$ cat config.mk
export PLATFORM = sky130hd
export DESIGN_NAME = msp430_trace_dii_tx
export DESIGN_NICKNAME = d
export VERILOG_FILES = /design/src/rtl/msp430_trace_dii_pkg.sv /design/src/rtl/msp430_trace_dii_tx_fifo.sv /design/src/rtl/msp430_trace_dii_tx.sv
export SDC_FILE = /design/constraint.sdc
export NUM_CORES = 2
export LEC_CHECK = 0
export BUFFER_PORTS_ARGS = -buffer_cell sky130_fd_sc_hd__buf_2
export CAP_MARGIN = 30
export CORE_MARGIN = 1
export CORE_UTILIZATION = 50
export DETAILED_ROUTE_END_ITERATION = 7
export GPL_TIMING_DRIVEN = 0
export PLACE_DENSITY = 0.66
export SYNTH_ARGS = -nofsm -noshare
export SYNTH_HDL_FRONTEND = slang
export SYNTH_SLANG_ARGS = --single-unit
$ cat constraint.sdc
create_clock -name clk -period 43.4 [get_ports clk]
set_input_delay 6.51 -clock clk [delete_from_list [all_inputs] [get_ports clk]]
set_output_delay 6.51 -clock clk [all_outputs]
set_load 0.03 [all_outputs]
$ cat src/rtl/msp430_trace_dii_pkg.sv
// Shared types and constants for the MSP430 execution-trace DII transmitter.
package msp430_trace_dii_pkg;

    typedef struct packed {
        logic [31:0] pc;
        logic [31:0] insn;
        logic        wben;
        logic [4:0]  wbreg;
        logic [31:0] wbdata;
        logic [31:0] ts;
    } trace_rec_t;

    typedef enum logic [2:0] {
        IDLE,
        HDR_DEST,
        HDR_SRC,
        HDR_TYPE,
        PAYLOAD,
        OVF_CNT
    } fsm_state_t;

    localparam logic [1:0] TYPE_CLASS   = 2'b10;
    localparam logic [3:0] SUB_EXEC     = 4'd0;
    localparam logic [3:0] SUB_EXEC_WB  = 4'd1;
    localparam logic [3:0] SUB_OVERFLOW = 4'd2;

    localparam int unsigned LEN_EXEC     = 9;
    localparam int unsigned LEN_EXEC_WB  = 12;
    localparam int unsigned LEN_OVERFLOW = 4;

    function automatic logic [15:0] type_flit(input logic [3:0] sub);
        return {TYPE_CLASS, sub, 10'b0};
    endfunction

endpackage

$ cat src/rtl/msp430_trace_dii_tx_fifo.sv
// Single-clock FIFO of trace records with a registered head entry.
module trace_rec_fifo
    import msp430_trace_dii_pkg::*;
#(
    parameter int unsigned DEPTH = 8
) (
    input  logic       clk,
    input  logic       rst,
    input  logic       push,
    input  trace_rec_t wdata,
    input  logic       pop,
    output trace_rec_t head,
    output logic       full,
    output logic       empty
);
    localparam int unsigned AW = $clog2(DEPTH);
    localparam logic [AW:0] CNT_FULL = DEPTH[AW:0];

    trace_rec_t     mem [DEPTH];
    logic [AW-1:0]  wr_ptr;
    logic [AW-1:0]  rd_ptr;
    logic [AW-1:0]  rd_nxt;
    logic [AW:0]    count;

    assign rd_nxt = rd_ptr + 1'b1;
    assign full   = (count == CNT_FULL);
    assign empty  = (count == '0);

    always_ff @(posedge clk) begin
        if (push)
            mem[wr_ptr] <= wdata;
    end

    // head mirrors mem[rd_ptr]; on a pop it is refilled from the next entry,
    // or from the incoming write when that write is the only remaining record
    always_ff @(posedge clk) begin
        if (rst) begin
            wr_ptr <= '0;
            rd_ptr <= '0;
            count  <= '0;
            head   <= '0;
        end else begin
            if (push)
                wr_ptr <= wr_ptr + 1'b1;
            if (pop)
                rd_ptr <= rd_nxt;
            count <= count + {{AW{1'b0}}, push} - {{AW{1'b0}}, pop};
            if (pop) begin
                if (count > 1)
                    head <= mem[rd_nxt];
                else if (push)
                    head <= wdata;
            end else if (push && empty) begin
                head <= wdata;
            end
        end
    end

endmodule

$ cat src/rtl/msp430_trace_dii_tx.sv
// Buffers retired-instruction records and serialises them as DII event packets.
module msp430_trace_dii_tx
    import msp430_trace_dii_pkg::*;
#(
    parameter int unsigned FIFO_DEPTH  = 8,
    parameter int unsigned MAX_PKT_LEN = 12
) (
    input  logic        clk,
    input  logic        rst,
    input  logic [15:0] id,
    input  logic [15:0] dest,
    input  logic        enable,
    input  logic        trace_valid,
    input  logic [31:0] trace_pc,
    input  logic [31:0] trace_insn,
    input  logic        trace_wben,
    input  logic [4:0]  trace_wbreg,
    input  logic [31:0] trace_wbdata,
    output logic [15:0] debug_out_data,
    output logic        debug_out_valid,
    output logic        debug_out_last,
    input  logic        debug_out_ready,
    output logic [15:0] overflow_cnt,
    output logic        busy
);
    localparam int unsigned IDX_W = $clog2(MAX_PKT_LEN);

    fsm_state_t        state, state_n;
    trace_rec_t        wrec, fifo_head, pkt;
    logic              fifo_full, fifo_empty;
    logic              push, drop, start_ovf, start_rec, want_next, xfer;
    logic              pkt_ovf;
    logic [15:0]       ovf_val, id_q;
    logic [31:0]       ts;
    logic [IDX_W-1:0]  idx, idx_n, idx_inc, last_idx;
    logic [15:0]       data_n;
    logic              valid_n, last_n;
    logic [15:0]       pay [2**IDX_W];

    assign push = trace_valid & enable & ~fifo_full;
    assign drop = trace_valid & enable & fifo_full;
    assign busy = ~fifo_empty | (state != IDLE) | (overflow_cnt != '0);
    assign xfer = debug_out_valid & debug_out_ready;

    always_comb begin
        wrec        = '0;
        wrec.pc     = trace_pc;
        wrec.insn   = trace_insn;
        wrec.wben   = trace_wben;
        wrec.wbreg  = trace_wbreg;
        wrec.wbdata = trace_wbdata;
        wrec.ts     = ts;
    end

    trace_rec_fifo #(.DEPTH(FIFO_DEPTH)) u_fifo (
        .clk   (clk),
        .rst   (rst),
        .push  (push),
        .wdata (wrec),
        .pop   (start_rec),
        .head  (fifo_head),
        .full  (fifo_full),
        .empty (fifo_empty)
    );

    always_comb begin
        for (int unsigned i = 0; i < 2**IDX_W; i++)
            pay[i] = '0;
        pay[0] = pkt.ts[15:0];
        pay[1] = pkt.ts[31:16];
        pay[2] = pkt.pc[15:0];
        pay[3] = pkt.pc[31:16];
        pay[4] = pkt.insn[15:0];
        pay[5] = pkt.insn[31:16];
        pay[6] = {11'b0, pkt.wbreg};
        pay[7] = pkt.wbdata[15:0];
        pay[8] = pkt.wbdata[31:16];
    end

    // payload index of the final flit: packet length minus three header flits, zero-based
    assign last_idx = pkt.wben ? IDX_W'(LEN_EXEC_WB - 4) : IDX_W'(LEN_EXEC - 4);
    assign idx_inc  = idx + 1'b1;

    always_comb begin
        state_n   = state;
        data_n    = debug_out_data;
        valid_n   = debug_out_valid;
        last_n    = debug_out_last;
        idx_n     = idx;
        want_next = 1'b0;
        start_ovf = 1'b0;
        start_rec = 1'b0;
        case (state)
            IDLE: want_next = 1'b1;
            HDR_DEST: if (xfer) begin
                state_n = HDR_SRC;
                data_n  = id_q;
            end
            HDR_SRC: if (xfer) begin
                state_n = HDR_TYPE;
                data_n  = type_flit(pkt_ovf ? SUB_OVERFLOW : (pkt.wben ? SUB_EXEC_WB : SUB_EXEC));
            end
            HDR_TYPE: if (xfer) begin
                if (pkt_ovf) begin
                    state_n = OVF_CNT;
                    data_n  = ovf_val;
                    last_n  = 1'b1;
                end else begin
                    state_n = PAYLOAD;
                    idx_n   = '0;
                    data_n  = pay[0];
                end
            end
            PAYLOAD: if (xfer) begin
                if (idx == last_idx) begin
                    want_next = 1'b1;
                end else begin
                    idx_n  = idx_inc;
                    data_n = pay[idx_inc];
                    last_n = (idx_inc == last_idx);
                end
            end
            OVF_CNT: if (xfer) want_next = 1'b1;
            default: state_n = IDLE;
        endcase

        // the next packet starts in the same cycle the previous one ends
        if (want_next) begin
            state_n = IDLE;
            valid_n = 1'b0;
            last_n  = 1'b0;
            data_n  = '0;
            if (overflow_cnt != '0 || !fifo_empty) begin
                start_ovf = (overflow_cnt != '0);
                start_rec = (overflow_cnt == '0);
                state_n   = HDR_DEST;
                valid_n   = 1'b1;
                data_n    = dest;
            end
        end
    end

    always_ff @(posedge clk) begin
        if (rst) begin
            state           <= IDLE;
            debug_out_data  <= '0;
            debug_out_valid <= 1'b0;
            debug_out_last  <= 1'b0;
            idx             <= '0;
            pkt             <= '0;
            pkt_ovf         <= 1'b0;
            ovf_val         <= '0;
            id_q            <= '0;
            overflow_cnt    <= '0;
            ts              <= '0;
        end else begin
            state           <= state_n;
            debug_out_data  <= data_n;
            debug_out_valid <= valid_n;
            debug_out_last  <= last_n;
            idx             <= idx_n;
            ts              <= ts + 32'd1;
            if (start_ovf) begin
                pkt_ovf <= 1'b1;
                ovf_val <= overflow_cnt;
                id_q    <= id;
            end
            if (start_rec) begin
                pkt_ovf <= 1'b0;
                pkt     <= fifo_head;
                id_q    <= id;
            end
            if (start_ovf)
                overflow_cnt <= {15'b0, drop};
            else if (drop && overflow_cnt != '1)
                overflow_cnt <= overflow_cnt + 16'd1;
        end
    end

endmodule

# Yosys cells after proc, flatten, opt, wreduce, memory -nomap -nowiden
# Memories as Yosys holds them, arrays and structs flattened.
# Cells that the tools add are included.
# W data, S select, Z words.
# totals
regBits	384
ram_bits	1072
inputBits	139
output_inout_bits	35
wordCells	140
mem_count	1
# memory_table
memory	words	word_bits	rd	rd_ports_with_merged_regs	write_ports	line	text
u_fifo.mem	8	134	1	0	1	msp430_trace_dii_tx_fifo.sv:19	trace_rec_t mem [DEPTH];
# op_classes
add_sub_neg	7
order_cmp	2
eq_ne	21
n_mux	51
bitwise	9
reduce_logical	23
# ops
op	n
$mux W134	4
$mux W16	12
$bmux W16 S4	1
$pmux W16 S4	1
$add A32 B1 Y32 const B	1
$mux W4	5
$mux W1	19
$add A16 B1 Y16 const B	1
$logic_not A16 Y1	1
$ne A16 B16 Y1 const B	1
$reduce_bool A16 Y1	1
$ne A3 B3 Y1 const B	5
$mux W3	4
$pmux W3 S4	1
$ne A2 B2 Y1 const B	5
$reduce_and A5 Y1	2
$eq A4 B4 Y1	2
$pmux W4 S2	1
$reduce_bool A2 Y1	4
$add A3 B1 Y3 const B	2
$eq A3 B2 Y1 const B	2
$eq A3 B3 Y1 const B	2
$reduce_and A6 Y1	1
$reduce_or A2 Y1	3
26 further kinds	32

# Depth between registers and ports, before layout
# logic_depth
depth_word	9
depth_mapped	13

# Cells and area by module
# A second synthesis with hierarchy kept.
# unflattened
cells_unflattened	4545
area_unflattened_um2	60703.2
# by_module_without_submodules
mod	n_inst	cells_each	area_each_um2	seq_area_each_um2
trace_rec_fifo	1	3168	49527.5	35073.6
msp430_trace_dii_tx	1	1377	11175.7	4804.6

# Least setup slack after synthesis
# No wires, ideal clock.
# synth_timing
path_type	in2reg
from	input trace_valid
to	memory u_fifo.mem[1][0] in the netlist's numbering (enable)
setup_ns	1.003
t_arrival_ns	20.395
required_time_ns	42.397
setup_slack_ns	22.002
path_stages	2
path_buffers	0
path_cell_list	nand3_1 nor4b_1
# synth_between
elab_chain_cells	4
# synth_lines
element	line	text
start: declaration	msp430_trace_dii_tx.sv:13	input logic trace_valid,
$and A1 B1 Y1 (2 in a row)	msp430_trace_dii_tx.sv:40	assign push = trace_valid & enable & ~fifo_full;
$mux W1	msp430_trace_dii_tx_fifo.sv:30	if (push)
$mux W1 (implied by the code)	msp430_trace_dii_tx_fifo.sv:31	mem[wr_ptr] <= wdata;
end: declaration	msp430_trace_dii_tx_fifo.sv:19	
# No other way between the ends.

# Final worst setup path
# layout_timing
from	register state[2]
to	output busy
# layout_between
elab_chain_cells	3
# layout_lines
element	line	text
start: declaration	msp430_trace_dii_tx.sv:28	fsm_state_t state, state_n;
start signal: assignment	msp430_trace_dii_tx.sv:157	state <= state_n;
$reduce_bool A3 Y1	msp430_trace_dii_tx.sv:42	assign busy = ~fifo_empty | (state != IDLE) | (overflow_cnt != '0);
$or A1 B1 Y1 (2 in a row)	msp430_trace_dii_tx.sv:42	
end: declaration	msp430_trace_dii_tx.sv:24	output logic busy
# No other way between the ends.

==> results.tsv <==
stage	metric	value	unit
run	Max-cap violations	0	
yosys	syn_area_per_cell	15.9	sq um
final_layout	Final #Nets	4218	
timing	final hold vios	0	
yosys	Synth Flop Type	edfxtp_1	
yosys	synth warn	0	
critical_path	FF-to-FF End	u_fifo.head[24]	
global_routing	initial antenna violation count	25	
final_layout	area grow syn2layout	16.2	%
placed_design	post-DP HPWL	105	mm
clock_network	Post-CTS Setup Bufs	0	
global_routing	first-pass GRT wire length	220	mm
placed_design	placed insts	5409	
yosys	Mapped Area	56900	sq um
routing	Pre-Repair DR Iteration Count	5	
timing	min Tclk post-route	9.53	ns
global_routing	GRT Overall Usage	25.9	%
yosys	Syn Inst Count	3588	
clock_network	H-tree Lvls	4	
timing	TNS Setup	0	ns
clock_network	CTS Buffer Depth	3	
routing	total wire length	149	mm
die	Die X	339	um
timing	slew of the pin with the lowest slew margin	1.06	ns
clock_network	Inserted Clock Buffers	150	
die	Die Area	115000	sq um
critical_path	CP max FO	10	
critical_path	endpoint class of the critical path	primary output	
placed_design	IO buf count	172	
critical_path	critical path required time	36.89	ns
critical_path	R2R Setup Slk	39.31	ns
timing	Max-slew headroom	29.2	%
clock_network	post-cts sizing count	0	
timing	WHS	0.451	ns
die	CORE AREA	113000	sq um
power	leakage power	21.5	nW
yosys	number of flops mapped to enable cells by yosys	1072	
routing	DRT iter0 DRCs	3808	
clock_network	clock root buffer	clkbuf_16	
min_path	Worst Hold End	pay[172]	
yosys	post-synthesis sequential area ratio	70.0	%
yosys	Yosys reg bits	1456	
global_routing	vias in the first global route	33200	
critical_path	arrival time at the worst endpoint	3.02	ns
timing	RSZ-0062 raised after global routing	no	
routing	Routed WL per cell	26.2	um
clock_network	clock transition at the registers of the reported paths	0.06	ns
min_path	Hold Path Cell Cnt	2	
routing	Post-DRT Antenna Nets	0	
power	power density over cell area	61.7	nW/um^2
clock_network	hold buffer count at cts	0	
status	outcome	finished, final reports clean	
timing	clock skew	0.0349	ns
critical_path	Critical Path Start Type	flip-flop	
yosys	syn_nets	3741	
placed_design	Placer Congestion	0.959	
timing	Setup violations, final	0	
final_layout	layout cells sized above 1	22.3	%
power	Max IR drop VDD	44.7	uV
global_routing	largest net degree at the start of global routing	27	
die	chip height	339	um
critical_path	critical path type	reg2out	
min_path	Hold Crit Class	reg2reg	
routing	post-route DRC violation count	0	
routing	via/cell ratio	5.99	
routing	via total after detailed routing	34100	
min_path	min-delay src	pay[172]	
die	FP Rows	123	
clock_network	clk sinks	1456	
critical_path	worst r2r src	u_fifo.rd_ptr[1]	
critical_path	R2R cell count	8	
die	Ports	174	
final_layout	fill cell count	8677	
timing	fmax	0.105	GHz
global_routing	Congestion Overflow GR	0	
timing	Slew Viols, Final	0	
final_layout	final instance count without filler cells	5698	
yosys	Netlist cell types	70	
clock_network	TritonCTS clock tree	yes	
yosys	Async SR Flop Fraction	0	%
die	initial core utilization	50.5	%
timing	Final Cycle Share	22.0	%
clock_network	Worst-Skew Late Latency	0.76	ns
-- area by class of cell --
type	count	area (sq um)	share of cell area, %
Multi-Input combinational cell	1874	16000	24.2
Tap cell	1500	1880	2.84
Sequential cell	1456	39900	60.3
Timing Repair Buffer	325	2510	3.80
Inverter	23	86.3	0.131
Clock buffer	220	4210	6.36
Clock inverter	58	539	0.815
Buffer	235	1020	1.54
Antenna cell	7	17.5	0.0265
-- Yosys cell counts (3+ instances only) --
cell / count / share of area, %
or3_1: 11 / 0.12
nor3b_1: 4 / 0.053
o21bai_1: 8 / 0.11
edfxtp_1: 1072 / 57
o22ai_1: 7 / 0.077
o21ai_0: 155 / 1.4
mux2i_1: 162 / 2.8
o211ai_1: 5 / 0.066
nor2b_1: 5 / 0.055
xor2_1: 31 / 0.48
nand4_1: 13 / 0.14
nor4_1: 5 / 0.055
buf_6: 5 / 0.099
a21oi_1: 221 / 1.9
a211oi_1: 13 / 0.17
nor3_1: 31 / 0.27
buf_1: 25 / 0.16
mux4_2: 289 / 11
a31o_2: 3 / 0.046
o221a_2: 6 / 0.12
or2_2: 3 / 0.033
nor2_1: 98 / 0.65
o2111ai_1: 4 / 0.062
a221oi_1: 6 / 0.092
dfxtp_1: 384 / 14
a31oi_1: 3 / 0.033
nand2_1: 520 / 3.4
a2bb2oi_1: 13 / 0.20
xnor2_1: 15 / 0.23
and2_1: 5 / 0.055
nand2b_1: 5 / 0.055
ha_1: 13 / 0.29
buf_2: 72 / 0.63
nand3_1: 26 / 0.23
mux2_2: 6 / 0.12
clkbuf_1: 132 / 0.87
inv_1: 22 / 0.15
a2111oi_0: 6 / 0.092
a221o_1: 129 / 2.3
and3_1: 7 / 0.077
a22oi_1: 11 / 0.15
-- critical path, cell delays in order (launching register included) --
cell and delay (ns):
dfxtp_1 0.30, clkbuf_1 0.28, clkbuf_1 0.34, clkbuf_1 0.42, clkbuf_1 0.45, nor3_1 0.12
nand2_1 0.15, buf_2 0.22
-- metrics by stage --
| step | instance area [sq um] | utilization (%) | setup WS, ns | power (W) |
|---|---|---|---|---|
| finish | 66100 | 58.7 | 33.87 | 0.00408 |
| global route | 66100 | 58.7 | 33.64 | 0.00424 |
| CTS | 66100 | 58.6 | 33.86 | 0.00409 |
| detailed placement | 61300 | 54.4 | 33.68 | 0.00285 |
| global placement | 59700 | 53.0 | 7.11 | 0.00284 |
| floorplan | 56900 | - | 22.00 | 0.00245 |
-- registers in the layout, indices dropped and copies added, names as in the netlist, 3 cells and up --
signal	count
u_fifo.mem	1072
u_fifo.head	134
pay	133
ts	32
debug_out_data	16
id_q	16
overflow_cnt	16
ovf_val	16
idx	4
u_fifo.count	4
state	3
u_fifo.rd_ptr	3
u_fifo.wr_ptr	3
-- kinds of logic (layout without fill, tap and decap cells) --
| family | after synthesis | in the layout | synth area share (%) |
|---|---|---|---|
| AO/OA/AOI/OAI | 609 | 609 | 7.11 |
| XOR/XNOR | 46 | 46 | 0.708 |
| adder cells (fa/ha/maj) | 14 | 14 | 0.321 |
| buffers and inverters | 258 | 861 | 1.93 |
| flip-flops | 1456 | 1456 | 70.0 |
| multiplexers | 457 | 457 | 14.4 |
| other | 0 | 7 | 0 |
| AND/OR/NAND/NOR | 748 | 748 | 5.48 |
-- power by group --
part | internal, W | total (W) | switching (W)
sequential | 0.00161 | 0.00174 | 0.000127
clock | 0.000717 | 0.00125 | 0.000531
combinational | 0.000451 | 0.00109 | 0.000643
-- worst max-delay path by stage --
stage	startpoint	endpoint	slack (ns)	cells past startpoint
2_1_floorplan	trace_valid	u_fifo.mem[1][0]	22.00	2
3_3_place_gp	trace_valid	u_fifo.mem[1][67]	7.11	3
3_5_place_dp	trace_valid	u_fifo.mem[5][95]	33.68	12
4_1_cts	state[2]	busy	33.86	7
5_1_grt	state[2]	busy	33.64	7
6_report	state[2]	busy	33.87	7
-- routing by layer --
metal | track usage [%] | up-vias | wire, um
li1 | - | 15000 | -
met1 | 37.4 | 17400 | 64200
met2 | 39.3 | 1406 | 68600
met3 | 5.02 | 284 | 11800
met4 | 8.92 | 30 | 4690
met5 | 0 | - | 176
-- cell usage in the layout, fill, tap and decap left out, drive strengths merged, types with 5 or more instances in the layout --
cell     netlist  layout
edfxtp      1072    1072
nand2        520     520
buf          103     427
dfxtp        384     384
clkbuf       132     352
mux4         289     289
a21oi        222     222
mux2i        162     162
o21ai        157     157
a221o        129     129
nor2          98      98
clkinv         0      38
nor3          32      32
inv           23      32
xor2          31      31
nand3         26      26
xnor2         15      15
a211oi        14      14
nand4         13      13
a2bb2oi       13      13
ha            13      13
or3           11      11
a22oi         11      11
o21bai         8       8
diode          0       7
and3           7       7
o22ai          7       7
bufinv         0       7
a2111oi        7       7
mux2           6       6
o221a          6       6
a221oi         6       6
nor4           6       6
and2           5       5
nor2b          5       5
nand2b         5       5
o211ai         5       5
(Power assumes the default switching activity.)
